[config.mk]
export PLATFORM = sky130hd
export DESIGN_NAME = uart_tx_fifo_flat
export DESIGN_NICKNAME = d
export VERILOG_FILES = /design/src/rtl/uart_tx_fifo_if.sv /design/src/rtl/uart_tx_fifo.sv /design/src/flat_wrapper.sv
export SDC_FILE = /design/constraint.sdc
export NUM_CORES = 1
export LEC_CHECK = 0
export CELL_PAD_IN_SITES_DETAIL_PLACEMENT = 0
export CELL_PAD_IN_SITES_GLOBAL_PLACEMENT = 2
export CORE_MARGIN = 3
export CORE_UTILIZATION = 45
export CTS_BUF_LIST = sky130_fd_sc_hd__clkbuf_8 sky130_fd_sc_hd__clkbuf_16
export CTS_CLUSTER_SIZE = 12
export DETAILED_ROUTE_END_ITERATION = 10
export HOLD_SLACK_MARGIN = 0.08
export PLACE_DENSITY = 0.81
export SLEW_MARGIN = 20
export SYNTH_ARGS = -nofsm -noshare
export SYNTH_HDL_FRONTEND = slang
export SYNTH_SLANG_ARGS = --single-unit
[constraint.sdc]
create_clock -name clk -period 4.1 [get_ports clk]
set_input_delay 0.41 -clock clk [delete_from_list [all_inputs] [get_ports clk]]
set_output_delay 0.41 -clock clk [all_outputs]
set_load 0.01 [all_outputs]
[src/rtl/uart_tx_fifo_if.sv]
// Host-write / transmitter-read handshake bundle for the UART transmit FIFO.
// master = host plus transmitter side, slave = FIFO.
interface uart_tx_fifo_if #(
  parameter int DATA_WIDTH = 8
);
  logic                  wr_en;
  logic [DATA_WIDTH-1:0] wr_data;
  logic                  wr_ready;
  logic                  rd_en;
  logic [DATA_WIDTH-1:0] rd_data;
  logic                  rd_valid;

  modport master (
    output wr_en, wr_data, rd_en,
    input  wr_ready, rd_data, rd_valid
  );

  modport slave (
    input  wr_en, wr_data, rd_en,
    output wr_ready, rd_data, rd_valid
  );
endinterface

[src/rtl/uart_tx_fifo.sv]
// First-word-fall-through transmit buffer between the host and the UART
// transmitter, with level, almost-full and sticky overflow/underflow status.
module uart_tx_fifo #(
  parameter int DATA_WIDTH  = 8,
  parameter int DEPTH       = 16,
  parameter int AFULL_LEVEL = 12
) (
  input  logic                       clk,
  input  logic                       rst_n,
  input  logic                       flush,
  input  logic                       clr_status,
  uart_tx_fifo_if.slave              bus,
  output logic                       empty,
  output logic                       full,
  output logic                       almost_full,
  output logic [$clog2(DEPTH):0]     level,
  output logic                       overflow,
  output logic                       underflow
);
  localparam int            AW        = $clog2(DEPTH);
  localparam logic [AW:0]   PTR_ONE   = (AW+1)'(1);
  localparam logic [AW:0]   AFULL_CMP = (AW+1)'(AFULL_LEVEL);

  logic [DATA_WIDTH-1:0] mem [DEPTH];

  logic [AW:0] wr_ptr_reg, wr_ptr_next;
  logic [AW:0] rd_ptr_reg, rd_ptr_next;
  logic        overflow_reg, overflow_next;
  logic        underflow_reg, underflow_next;
  logic        wr_accept, rd_accept;

  // All status is a function of the registered pointers only.
  assign empty       = (wr_ptr_reg == rd_ptr_reg);
  assign full        = (wr_ptr_reg[AW-1:0] == rd_ptr_reg[AW-1:0]) &&
                       (wr_ptr_reg[AW] != rd_ptr_reg[AW]);
  assign level       = wr_ptr_reg - rd_ptr_reg;
  assign almost_full = (level >= AFULL_CMP);
  assign overflow    = overflow_reg;
  assign underflow   = underflow_reg;

  assign bus.wr_ready = !full;
  assign bus.rd_valid = !empty;
  // Forced to zero while empty so stale storage never reaches the transmitter.
  assign bus.rd_data  = empty ? '0 : mem[rd_ptr_reg[AW-1:0]];

  assign wr_accept = bus.wr_en && !full  && !flush;
  assign rd_accept = bus.rd_en && !empty && !flush;

  always_comb begin
    wr_ptr_next    = wr_ptr_reg;
    rd_ptr_next    = rd_ptr_reg;
    overflow_next  = overflow_reg  & ~clr_status;
    underflow_next = underflow_reg & ~clr_status;
    if (flush) begin
      wr_ptr_next = '0;
      rd_ptr_next = '0;
    end else begin
      if (wr_accept)
        wr_ptr_next = wr_ptr_reg + PTR_ONE;
      if (rd_accept)
        rd_ptr_next = rd_ptr_reg + PTR_ONE;
      // A set event in the same cycle as clr_status keeps the flag high.
      if (bus.wr_en && full)
        overflow_next = 1'b1;
      if (bus.rd_en && empty)
        underflow_next = 1'b1;
    end
  end

  always_ff @(posedge clk or negedge rst_n) begin
    if (!rst_n) begin
      wr_ptr_reg    <= '0;
      rd_ptr_reg    <= '0;
      overflow_reg  <= 1'b0;
      underflow_reg <= 1'b0;
    end else begin
      wr_ptr_reg    <= wr_ptr_next;
      rd_ptr_reg    <= rd_ptr_next;
      overflow_reg  <= overflow_next;
      underflow_reg <= underflow_next;
    end
  end

  // Storage carries no reset; empty-masking of rd_data covers its contents.
  always_ff @(posedge clk) begin
    if (wr_accept)
      mem[wr_ptr_reg[AW-1:0]] <= bus.wr_data;
  end
endmodule
[src/flat_wrapper.sv]
// flat-port wrapper written by rule: the top's interface ports become plain ports
module uart_tx_fifo_flat 
#(
  parameter int DATA_WIDTH  = 8,
  parameter int DEPTH       = 16,
  parameter int AFULL_LEVEL = 12
)
  (clk, rst_n, flush, clr_status, empty, full, almost_full, level, overflow, underflow, bus_wr_en, bus_wr_data, bus_rd_en, bus_wr_ready, bus_rd_data, bus_rd_valid);
  uart_tx_fifo_if #(.DATA_WIDTH(DATA_WIDTH)) bus_i ();
  input  logic clk;
  input  logic rst_n;
  input  logic flush;
  input  logic clr_status;
  output logic empty;
  output logic full;
  output logic almost_full;
  output logic [$clog2(DEPTH):0] level;
  output logic overflow;
  output logic underflow;
  input wire logic [$bits(bus_i.wr_en)-1:0] bus_wr_en;
  input wire logic [$bits(bus_i.wr_data)-1:0] bus_wr_data;
  input wire logic [$bits(bus_i.rd_en)-1:0] bus_rd_en;
  output wire logic [$bits(bus_i.wr_ready)-1:0] bus_wr_ready;
  output wire logic [$bits(bus_i.rd_data)-1:0] bus_rd_data;
  output wire logic [$bits(bus_i.rd_valid)-1:0] bus_rd_valid;
  assign bus_i.wr_en = bus_wr_en;
  assign bus_i.wr_data = bus_wr_data;
  assign bus_i.rd_en = bus_rd_en;
  assign bus_wr_ready = bus_i.wr_ready;
  assign bus_rd_data = bus_i.rd_data;
  assign bus_rd_valid = bus_i.rd_valid;
  uart_tx_fifo #(.DATA_WIDTH(DATA_WIDTH), .DEPTH(DEPTH), .AFULL_LEVEL(AFULL_LEVEL)) u_core (.clk(clk), .rst_n(rst_n), .flush(flush), .clr_status(clr_status), .bus(bus_i), .empty(empty), .full(full), .almost_full(almost_full), .level(level), .overflow(overflow), .underflow(underflow));
endmodule
==> results of run 1 <==
-- power by group --
group          internal (W)  total (W)  switching [W]
sequential          0.00158    0.00159      0.0000102
combinational      0.000271   0.000541       0.000271
clock               0.00102    0.00159       0.000570
-- worst min-delay path by stage --
stage	start	to	slack (ns)	cells after the start
detailed placement	u_core.underflow	u_core.underflow	0.51	2
global route	rst_n	u_core.underflow	0.40	1
global placement	u_core.underflow	u_core.underflow	0.52	2
finish	rst_n	u_core.rd_ptr_reg[3]	0.37	1
floorplan	rst_n	u_core.overflow	0.11	0
CTS	rst_n	u_core.underflow	0.37	1
-- metal layers --
metal	track usage, %	part of all wire [%]	vias up
li1	-	-	1379
met1	22.8	43	1564
met2	29.2	50	79
met3	4.63	4.7	17
met4	6.87	1.8	0
met5	0	0	-
-- worst max-delay path, delay by kind of cell (launching register included) --
family | cells | cell delay [ns]
buf+inv | 3 | 0.95
simple gates | 2 | 0.59
fa+ha+maj | 1 | 0.38
compound gates | 2 | 0.36
flops | 1 | 0.32
-- Yosys cell counts (3+ instances only) --
| library cell | n | area, um2 |
|---|---|---|
| nor3_1 | 4 | 20.0 |
| dfrtp_1 | 12 | 300 |
| mux2_2 | 8 | 90.1 |
| edfxtp_1 | 128 | 3840 |
| o211ai_1 | 4 | 30.0 |
| mux4_2 | 21 | 473 |
| clkbuf_1 | 6 | 22.5 |
| inv_1 | 11 | 41.3 |
| buf_2 | 6 | 30.0 |
| nand2_1 | 10 | 37.5 |
| o21ai_1 | 9 | 45.0 |
| ha_1 | 9 | 113 |
| xor2_1 | 5 | 43.8 |
| mux2i_1 | 11 | 110 |
| nand3_1 | 5 | 25.0 |
| a21oi_1 | 14 | 70.1 |
| nand2b_1 | 3 | 18.8 |
| nor2_1 | 20 | 75.1 |
| nand4_1 | 3 | 18.8 |
| mux4_1 | 9 | 236 |
| xnor2_1 | 6 | 52.6 |
-- placed cells by master (no fill, tap or decap), types with 2 or more instances in the layout --
master and instances:
mux2_2 8, nor2_1 20, or3_1 2, o21ai_0 2, mux4_2 21, o21ai_1 9, mux2i_1 11, ha_1 9
nor3_1 4, nand2b_1 3, nand2_1 10, buf_4 8, edfxtp_1 128, clkinv_2 3, clkinv_4 6, nand4_1 3
dfrtp_1 11, nand3_1 5, inv_1 11, o211ai_1 4, xor2_1 5, xnor2_1 6, clkbuf_16 17, clkdlybuf4s50_1 33
mux4_1 9, bufinv_16 4, a21oi_1 14
-- per-stage QoR --
stage	util, %	setup WS (ns)	instances	total power, W
after detailed placement	50.4	1.09	523	0.00216
final	55.3	0.666	555	0.00371
after global routing	55.3	0.475	555	0.00386
after floorplan	-	1.26	325	0.00194
after global placement	50.4	1.15	523	0.00216
after CTS	55.3	0.673	555	0.00375
-- logic make-up after synthesis --
family	synth area share, %
XOR/XNOR	1.64
multiplexers	15.5
AND/OR/NAND/NOR	4.13
adder cells (fa/ha/maj)	2.26
flip-flops	70.6
AO/OA/AOI/OAI	3.56
buffers and inverters	2.32
-- cell type report --
type	count	share of cell area, %
flip-flops and latches	140	59.1
multi-input cells	158	22.7
clock buffers	17	6.07
repair buffers	41	5.57
well taps	172	3.07
clock inverters	15	2.84
inverters	12	0.643
==> results.sh, run 1 <==
export IMPL_finalSetupViolCount=0
export IMPL_final_nets=394
export IMPL_dieArea_mm2=0.0145
export IMPL_syn_num_nets=349
export IMPL_path_clk_slew_ns=0.06
export IMPL_cts_buffers=17
export IMPL_insertedDiodeCount=0
export IMPL_relSlewSlack_pct=34.7
export IMPL_max_cap_viol_count=0
export IMPL_cp_endpoint="bus_rd_data[3]"
export IMPL_path_class="reg2out"
export IMPL_start_util_pct=46.3
export IMPL_drtPass1Iterations=4
export IMPL_postSynth_asyncResetShare_pct=8.57
export IMPL_grt_usage_pct=17.7
export IMPL_fmax_mhz=291
export IMPL_postCtsHoldBufs=0
export IMPL_ys_seq_elements=140
export IMPL_yosysUniqueCellTypes=40
export IMPL_post_cts_resized=0
export IMPL_grt_pass1_vias=3156
export IMPL_worstPathCellList="buf_4 -> inv_1 -> ha_1 -> and4_1 -> nand2_1 -> o21ai_1 -> a21oi_1 -> clkdlybuf4s50_1"
export IMPL_antenna_found_initial=0
export IMPL_clock_path_buffers=2
export IMPL_clk_latency_ns=0.42
export IMPL_hold_class="in2async"
export IMPL_drive_gt1_share_pct=18.5
export IMPL_start_kind="register"
export IMPL_place_hpwl_um=7420
export IMPL_finalClockSkew_ns=0.00886
export IMPL_core_area_mm2=0.0127
export IMPL_p_leak_nw=2.36
export IMPL_yosysSeqAreaShare_pct=70.6
export IMPL_tightestPinTransition_ns=0.976
export IMPL_placed_area_mm2=0.00639
export IMPL_r2r_end="u_core.mem[8][5]"
export IMPL_slew_violations=0
export IMPL_required_ns=3.69
export IMPL_status="finished, final reports clean"
export IMPL_syn_area_per_cell_um2=18.1
export IMPL_synth_area_mm2=0.00587
export IMPL_min_period_ns=3.43
export IMPL_post_route_period_util_pct=83.8
export IMPL_reg2reg_depth=7
export IMPL_grt_max_degree=38
export IMPL_fin_hold_ws_ns=0.370
export IMPL_vias=3039
export IMPL_drt_total_wl_um=11800
export IMPL_drc=0
export IMPL_num_rows=41
export IMPL_fillCellCount=1023
export IMPL_cpMaxStageDelayCell="clkdlybuf4s50_1"
export IMPL_portBuffers=33
export IMPL_synth_edf_count=128
export IMPL_die_h_um=120
export IMPL_power_density_mw_per_mm2=530
export IMPL_gr_total_overflow=0
export IMPL_ant_nets=0
export IMPL_syn_to_final_growth_pct=19.4
export IMPL_cts_setup_buffers=0
export IMPL_synthCells=325
export IMPL_grt_pass1_wl_um=18300
export IMPL_crit_path_max_fanout=21
export IMPL_seqCellArea_mm2=0.00415
export IMPL_arrival_ns=3.02
export IMPL_die_width_um=120
export IMPL_tritoncts="done"
export IMPL_worstSetupEndpointType="primary output"
export IMPL_vias_per_cell=5.48
export IMPL_place_congestion=0.747
export IMPL_multi_input_area_mm2=0.00159
export IMPL_tns_ns=0
export IMPL_cts_sinks=140
export IMPL_synth_ff_type="edfxtp_1"
export IMPL_io_pin_count=34
export IMPL_largest_register_ff_count=128
export IMPL_peakVddDrop_uv=380
export IMPL_reg2reg_slack_ns=1.12
export IMPL_yosys_warnings=0
export IMPL_r2r_start="u_core.rd_ptr_reg[2]"
export IMPL_crit_start="u_core.rd_ptr_reg[2]"
export IMPL_hold_violations=0
export IMPL_root_buffer="clkbuf_16"
export IMPL_cp_slowest_stage_delay_ns=0.59
export IMPL_rsz0062_at_grt="no"
export IMPL_final_area_mm2=0.00701
export IMPL_drt_iter0_drc=236
export IMPL_post_drt_wl_per_cell_um=21.2
export IMPL_htree_levels=4
Power figures use the tool's default switching activity.
==> run 2, diff against run 1 <==
Settings changed: CORE_UTILIZATION 45 to 41, PLACE_DENSITY 0.81 to 0.78.
Clock period 4.1 ns to 3.05 ns, I/O delays scaled along.
==> run 2 against run 1 <==
Compared with the run above:
- routed wire length increased by 9.5%
- cell area increased by 2.4%
- register-to-register slack got worse by 0.53 ns
- hold slack got worse by 0.076 ns
- global-route usage decreased by 0.77 points
- clock power increased by 22%
- largest power group unchanged
- highest routed layer unchanged
- die area increased by 9.3%
- non-clock buffer count increased by 22
- first-iteration DRC count increased by 45%
- sequential power increased by 34%
==> results.sh, run 2 (same netlist as run 1, synthesis figures left out) <==
export IMPL_status="finished, final reports clean"
export IMPL_start_kind="register"
export IMPL_path_clk_slew_ns=0.06
export IMPL_dieArea_mm2=0.0158
export IMPL_vias=3115
export IMPL_final_nets=416
export IMPL_syn_to_final_growth_pct=22.3
export IMPL_hold_violations=0
export IMPL_drc=0
export IMPL_antenna_found_initial=0
export IMPL_die_h_um=126
export IMPL_vias_per_cell=5.33
export IMPL_tritoncts="done"
export IMPL_crit_path_max_fanout=11
export IMPL_tightestPinTransition_ns=0.759
export IMPL_fillCellCount=1112
export IMPL_peakVddDrop_uv=421
export IMPL_r2r_start="u_core.rd_ptr_reg[1]"
export IMPL_relSlewSlack_pct=49.0
export IMPL_place_congestion=0.800
export IMPL_power_density_mw_per_mm2=676
export IMPL_stdcell_count=584
export IMPL_layout_commonest_cell="edfxtp_1"
export IMPL_crit_start="u_core.rd_ptr_reg[1]"
export IMPL_cp_slowest_stage_delay_ns=0.50
export IMPL_hold_class="in2async"
export IMPL_portBuffers=33
export IMPL_final_area_mm2=0.00718
export IMPL_cpLargestDelayFamily="buffers and inverters"
export IMPL_worstSetupEndpointType="primary output"
export IMPL_io_pin_count=34
export IMPL_grt_pass1_wl_um=19700
export IMPL_start_util_pct=42.1
export IMPL_clk_latency_ns=0.42
export IMPL_drtPass1Iterations=4
export IMPL_grt_max_degree=23
export IMPL_slew_violations=0
export IMPL_insertedDiodeCount=0
export IMPL_grt_usage_pct=16.9
export IMPL_place_hpwl_um=8310
export IMPL_gr_total_overflow=0
export IMPL_cpMaxStageDelayCell="mux4_2"
export IMPL_crit_buf_inv=3
export IMPL_required_ns=2.74
export IMPL_layout_common_cells="128 x edfxtp_1, 30 x clkdlybuf4s50_1, 26 x buf_4"
export IMPL_placed_area_mm2=0.00655
export IMPL_dp_cells=551
export IMPL_htree_levels=4
export IMPL_max_cap_viol_count=0
export IMPL_die_width_um=126
export IMPL_root_buffer="clkbuf_16"
export IMPL_post_route_period_util_pct=97.3
export IMPL_largest_register_ff_count=128
export IMPL_fmax_mhz=337
export IMPL_drt_total_wl_um=12900
export IMPL_drt_iter0_drc=343
export IMPL_grt_pass1_vias=3294
export IMPL_worstPathCellList="buf_4 -> clkbuf_16 -> mux4_2 -> mux2_2 -> o21ai_1 -> a21oi_1 -> clkdlybuf4s50_1"
export IMPL_cts_sinks=140
export IMPL_finalClockSkew_ns=0.0190
export IMPL_ant_nets=0
export IMPL_arrival_ns=2.66
export IMPL_cts_buffers=17
export IMPL_p_leak_nw=2.50
export IMPL_min_period_ns=2.97
export IMPL_num_rows=43
export IMPL_clock_path_buffers=2
export IMPL_path_class="reg2out"
export IMPL_core_area_mm2=0.0139
export IMPL_drive_gt1_share_pct=22.8
export IMPL_finalSetupViolCount=0
export IMPL_post_drt_wl_per_cell_um=22.0
run 2: final cells by class:
type	count	area, um2	share of cell area, %
clock buffers	17	425	5.93
clock inverters	14	133	1.85
inverters	12	45.0	0.628
multi-input cells	158	1600	22.3
flip-flops and latches	140	4150	57.8
well taps	180	225	3.14
repair buffers	63	601	8.37
run 2: metrics by stage:
step	TNS [ns]	power (W)	hold WS, ns	setup slack (ns)	utilization [%]
floorplan	0	0.00261	0.00941	0.214	-
global placement	0	0.00293	0.521	0.310	47.0
global route	-0.0291	0.00504	0.331	-0.0213	51.5
finish	0	0.00485	0.294	0.0832	51.5
CTS	0	0.00489	0.302	0.0259	51.1
detailed placement	0	0.00294	0.522	0.334	47.0
run 2: layer usage:
metal / wire length (um) / vias to the layer above / track usage, %
met1: 5410 / 1581 / 22.2
met3: 762 / 11 / 5.51
met5: 0 / - / 0
li1: - / 1426 / -
met4: 138 / 0 / 4.59
met2: 6560 / 97 / 27.5
run 2: worst paths after layout:
kind                            slack [ns]                   end  cells past startpoint
min in group clk                      0.52       u_core.overflow                      2
worst max register to register        0.59     u_core.mem[12][6]                      7
worst max-delay path                  0.08        bus_rd_data[1]                      7
worst min register to register        0.53       u_core.overflow                      2
worst min-delay path                  0.29  u_core.rd_ptr_reg[2]                      1
max in group asynchronous             2.28  u_core.rd_ptr_reg[0]                      1
run 2: what timing repair did:
action | 4_1_cts | 5_1_grt
setup buffers | 0 | 1
gates cloned | 0 | 1
hold buffers | 0 | 0
endpoints found under the setup margin | 9 | 5
gates resized for setup | 7 | 7
run 2: report_power, final:
group / total, W / switching, W / internal [W] / leakage, nW
logic: 0.000784 / 0.000387 / 0.000397 / 0.903
registers: 0.00213 / 0.0000126 / 0.00212 / 1.31
clock network: 0.00194 / 0.000751 / 0.00119 / 0.279
==> run 3, diff against run 2 <==
Settings changed: MAX_ROUTING_LAYER set to met4.
Clock period 3.05 ns to 2.5 ns, I/O delays scaled along.
==> run 3 against run 2 <==
Compared with the run above:
- the run now ends with setup timing left
- hold slack worse by 0.086 ns
- core utilization grew 2.4 points
- first-iteration DRC count shrank 31%
- total power increased by 33%
- register-to-register slack got worse by 0.37 ns
- sequential power is 23% higher
- largest cell class unchanged
- critical path type unchanged
- largest power group is now the clock network
- combinational power rose by 39%
==> results.sh, run 3 (same netlist as run 1, synthesis figures left out) <==
export IMPL_status="complete, but fails checks"
export IMPL_violations="setup timing"
export IMPL_insertedDiodeCount=0
export IMPL_clk_latency_ns=0.42
export IMPL_tns_ns=-0.0178
export IMPL_antenna_found_initial=0
export IMPL_drc=0
export IMPL_crit_path_max_fanout=6
export IMPL_drt_total_wl_um=12900
export IMPL_fmax_mhz=397
export IMPL_die_h_um=126
export IMPL_io_pin_count=34
export IMPL_grt_max_degree=24
export IMPL_htree_levels=4
export IMPL_layout_common_cells="128 x edfxtp_1, 40 x buf_4, 24 x mux4_2"
export IMPL_portBuffers=33
export IMPL_grt_usage_pct=17.8
export IMPL_rsz0062_at_grt="yes"
export IMPL_tritoncts="done"
export IMPL_drt_iter0_drc=238
export IMPL_final_nets=435
export IMPL_clock_path_buffers=2
export IMPL_ant_nets=0
export IMPL_fin_hold_ws_ns=0.208
export IMPL_vias=3243
export IMPL_vias_per_cell=5.37
export IMPL_r2r_start="u_core.rd_ptr_reg[1]"
export IMPL_grt_pass1_vias=3272
export IMPL_layout_commonest_cell="edfxtp_1"
export IMPL_slew_violations=0
export IMPL_syn_to_final_growth_pct=28.0
export IMPL_core_area_mm2=0.0139
export IMPL_cts_sinks=140
export IMPL_tightestPinTransition_ns=0.677
export IMPL_relSlewSlack_pct=54.7
export IMPL_p_leak_nw=2.66
export IMPL_hold_class="in2async"
export IMPL_arrival_ns=2.27
export IMPL_min_period_ns=2.52
export IMPL_finalSetupViolCount=1
export IMPL_required_ns=2.25
export IMPL_cts_buffers=17
export IMPL_dp_cells=565
export IMPL_post_route_period_util_pct=101
export IMPL_finalClockSkew_ns=0.0157
export IMPL_path_clk_slew_ns=0.06
export IMPL_place_hpwl_um=8470
export IMPL_placed_area_mm2=0.00671
export IMPL_dieArea_mm2=0.0158
export IMPL_largest_register_ff_count=128
export IMPL_peakVddDrop_uv=405
export IMPL_multi_input_area_mm2=0.00172
export IMPL_drtPass1Iterations=6
export IMPL_start_util_pct=42.1
export IMPL_root_buffer="clkbuf_16"
export IMPL_gr_total_overflow=0
export IMPL_power_density_mw_per_mm2=859
export IMPL_stdcell_count=604
export IMPL_place_congestion=0.851
export IMPL_crit_start="u_core.rd_ptr_reg[1]"
export IMPL_path_class="reg2out"
export IMPL_worstSetupEndpointType="primary output"
export IMPL_grt_pass1_wl_um=19700
export IMPL_post_drt_wl_per_cell_um=21.3
export IMPL_num_rows=43
export IMPL_die_width_um=126
export IMPL_start_kind="register"
export IMPL_fillCellCount=1091
export IMPL_seqCellArea_mm2=0.00415
export IMPL_hold_violations=0
export IMPL_drive_gt1_share_pct=35.8
export IMPL_setup_slack_ns=-0.0178
export IMPL_max_cap_viol_count=0
export IMPL_final_area_mm2=0.00751
## run 3: power breakdown
part / switching, W / internal [W]
Clock: 0.000977 / 0.00178
Sequential: 0.0000205 / 0.00259
Combinational: 0.000522 / 0.000566
## run 3: worst max-delay path, cell delays in order (launching register included)
cell and delay, ns:
dfrtp_2 0.41, buf_12 0.15, buf_12 0.11, mux4_2 0.49, mux2_4 0.31, o21ai_4 0.17
a21oi_2 0.05, buf_2 0.15
## run 3: metal layers
metal / share of wire, % / GRT usage [%] / routed length, um / vias to the layer above
li1: - / - / - / 1462
met1: 43 / 22.7 / 5500 / 1632
met2: 48 / 26.8 / 6190 / 117
met3: 6.0 / 4.62 / 769 / 32
met4: 3.2 / 8.55 / 412 / 0
met5: 0 / - / 0 / -
## run 3: final timing paths
path	endpoint	slack, ns	cells after the start
min in group clk	u_core.underflow	0.44	2
min	u_core.rd_ptr_reg[2]	0.21	1
max reg2reg	u_core.mem[1][2]	0.22	8
max	bus_rd_data[7]	-0.02	7
max in group asynchronous	u_core.rd_ptr_reg[1]	1.87	1
min reg2reg	u_core.underflow	0.52	2
## run 3: repair_timing
| item | 4_1_cts | 5_1_grt |
|---|---|---|
| hold buffers | 0 | 0 |
| pin swaps | 8 | 8 |
| buffers inserted | 6 | 2 |
| setup endpoints to repair | 16 | 26 |
| resized for setup | 73 | 14 |
| cloned | 0 | 0 |
## run 3: cell type report
type	instances	share of cell area [%]
Sequential cell	140	55.2
Clock inverter	15	3.11
Multi-Input combinational cell	158	22.9
Clock buffer	17	5.66
Timing Repair Buffer	82	9.51
Tap cell	180	3.00
Inverter	12	0.600
## run 3: metrics by stage
stage	setup slack [ns]	total power (W)	utilization, %
finish	-0.0178	0.00646	53.9
global route	-0.0887	0.00669	53.9
CTS	-0.0318	0.00648	53.7
detailed placement	-0.0177	0.00367	48.2
global placement	0.0205	0.00367	48.2
floorplan	-0.124	0.00318	-
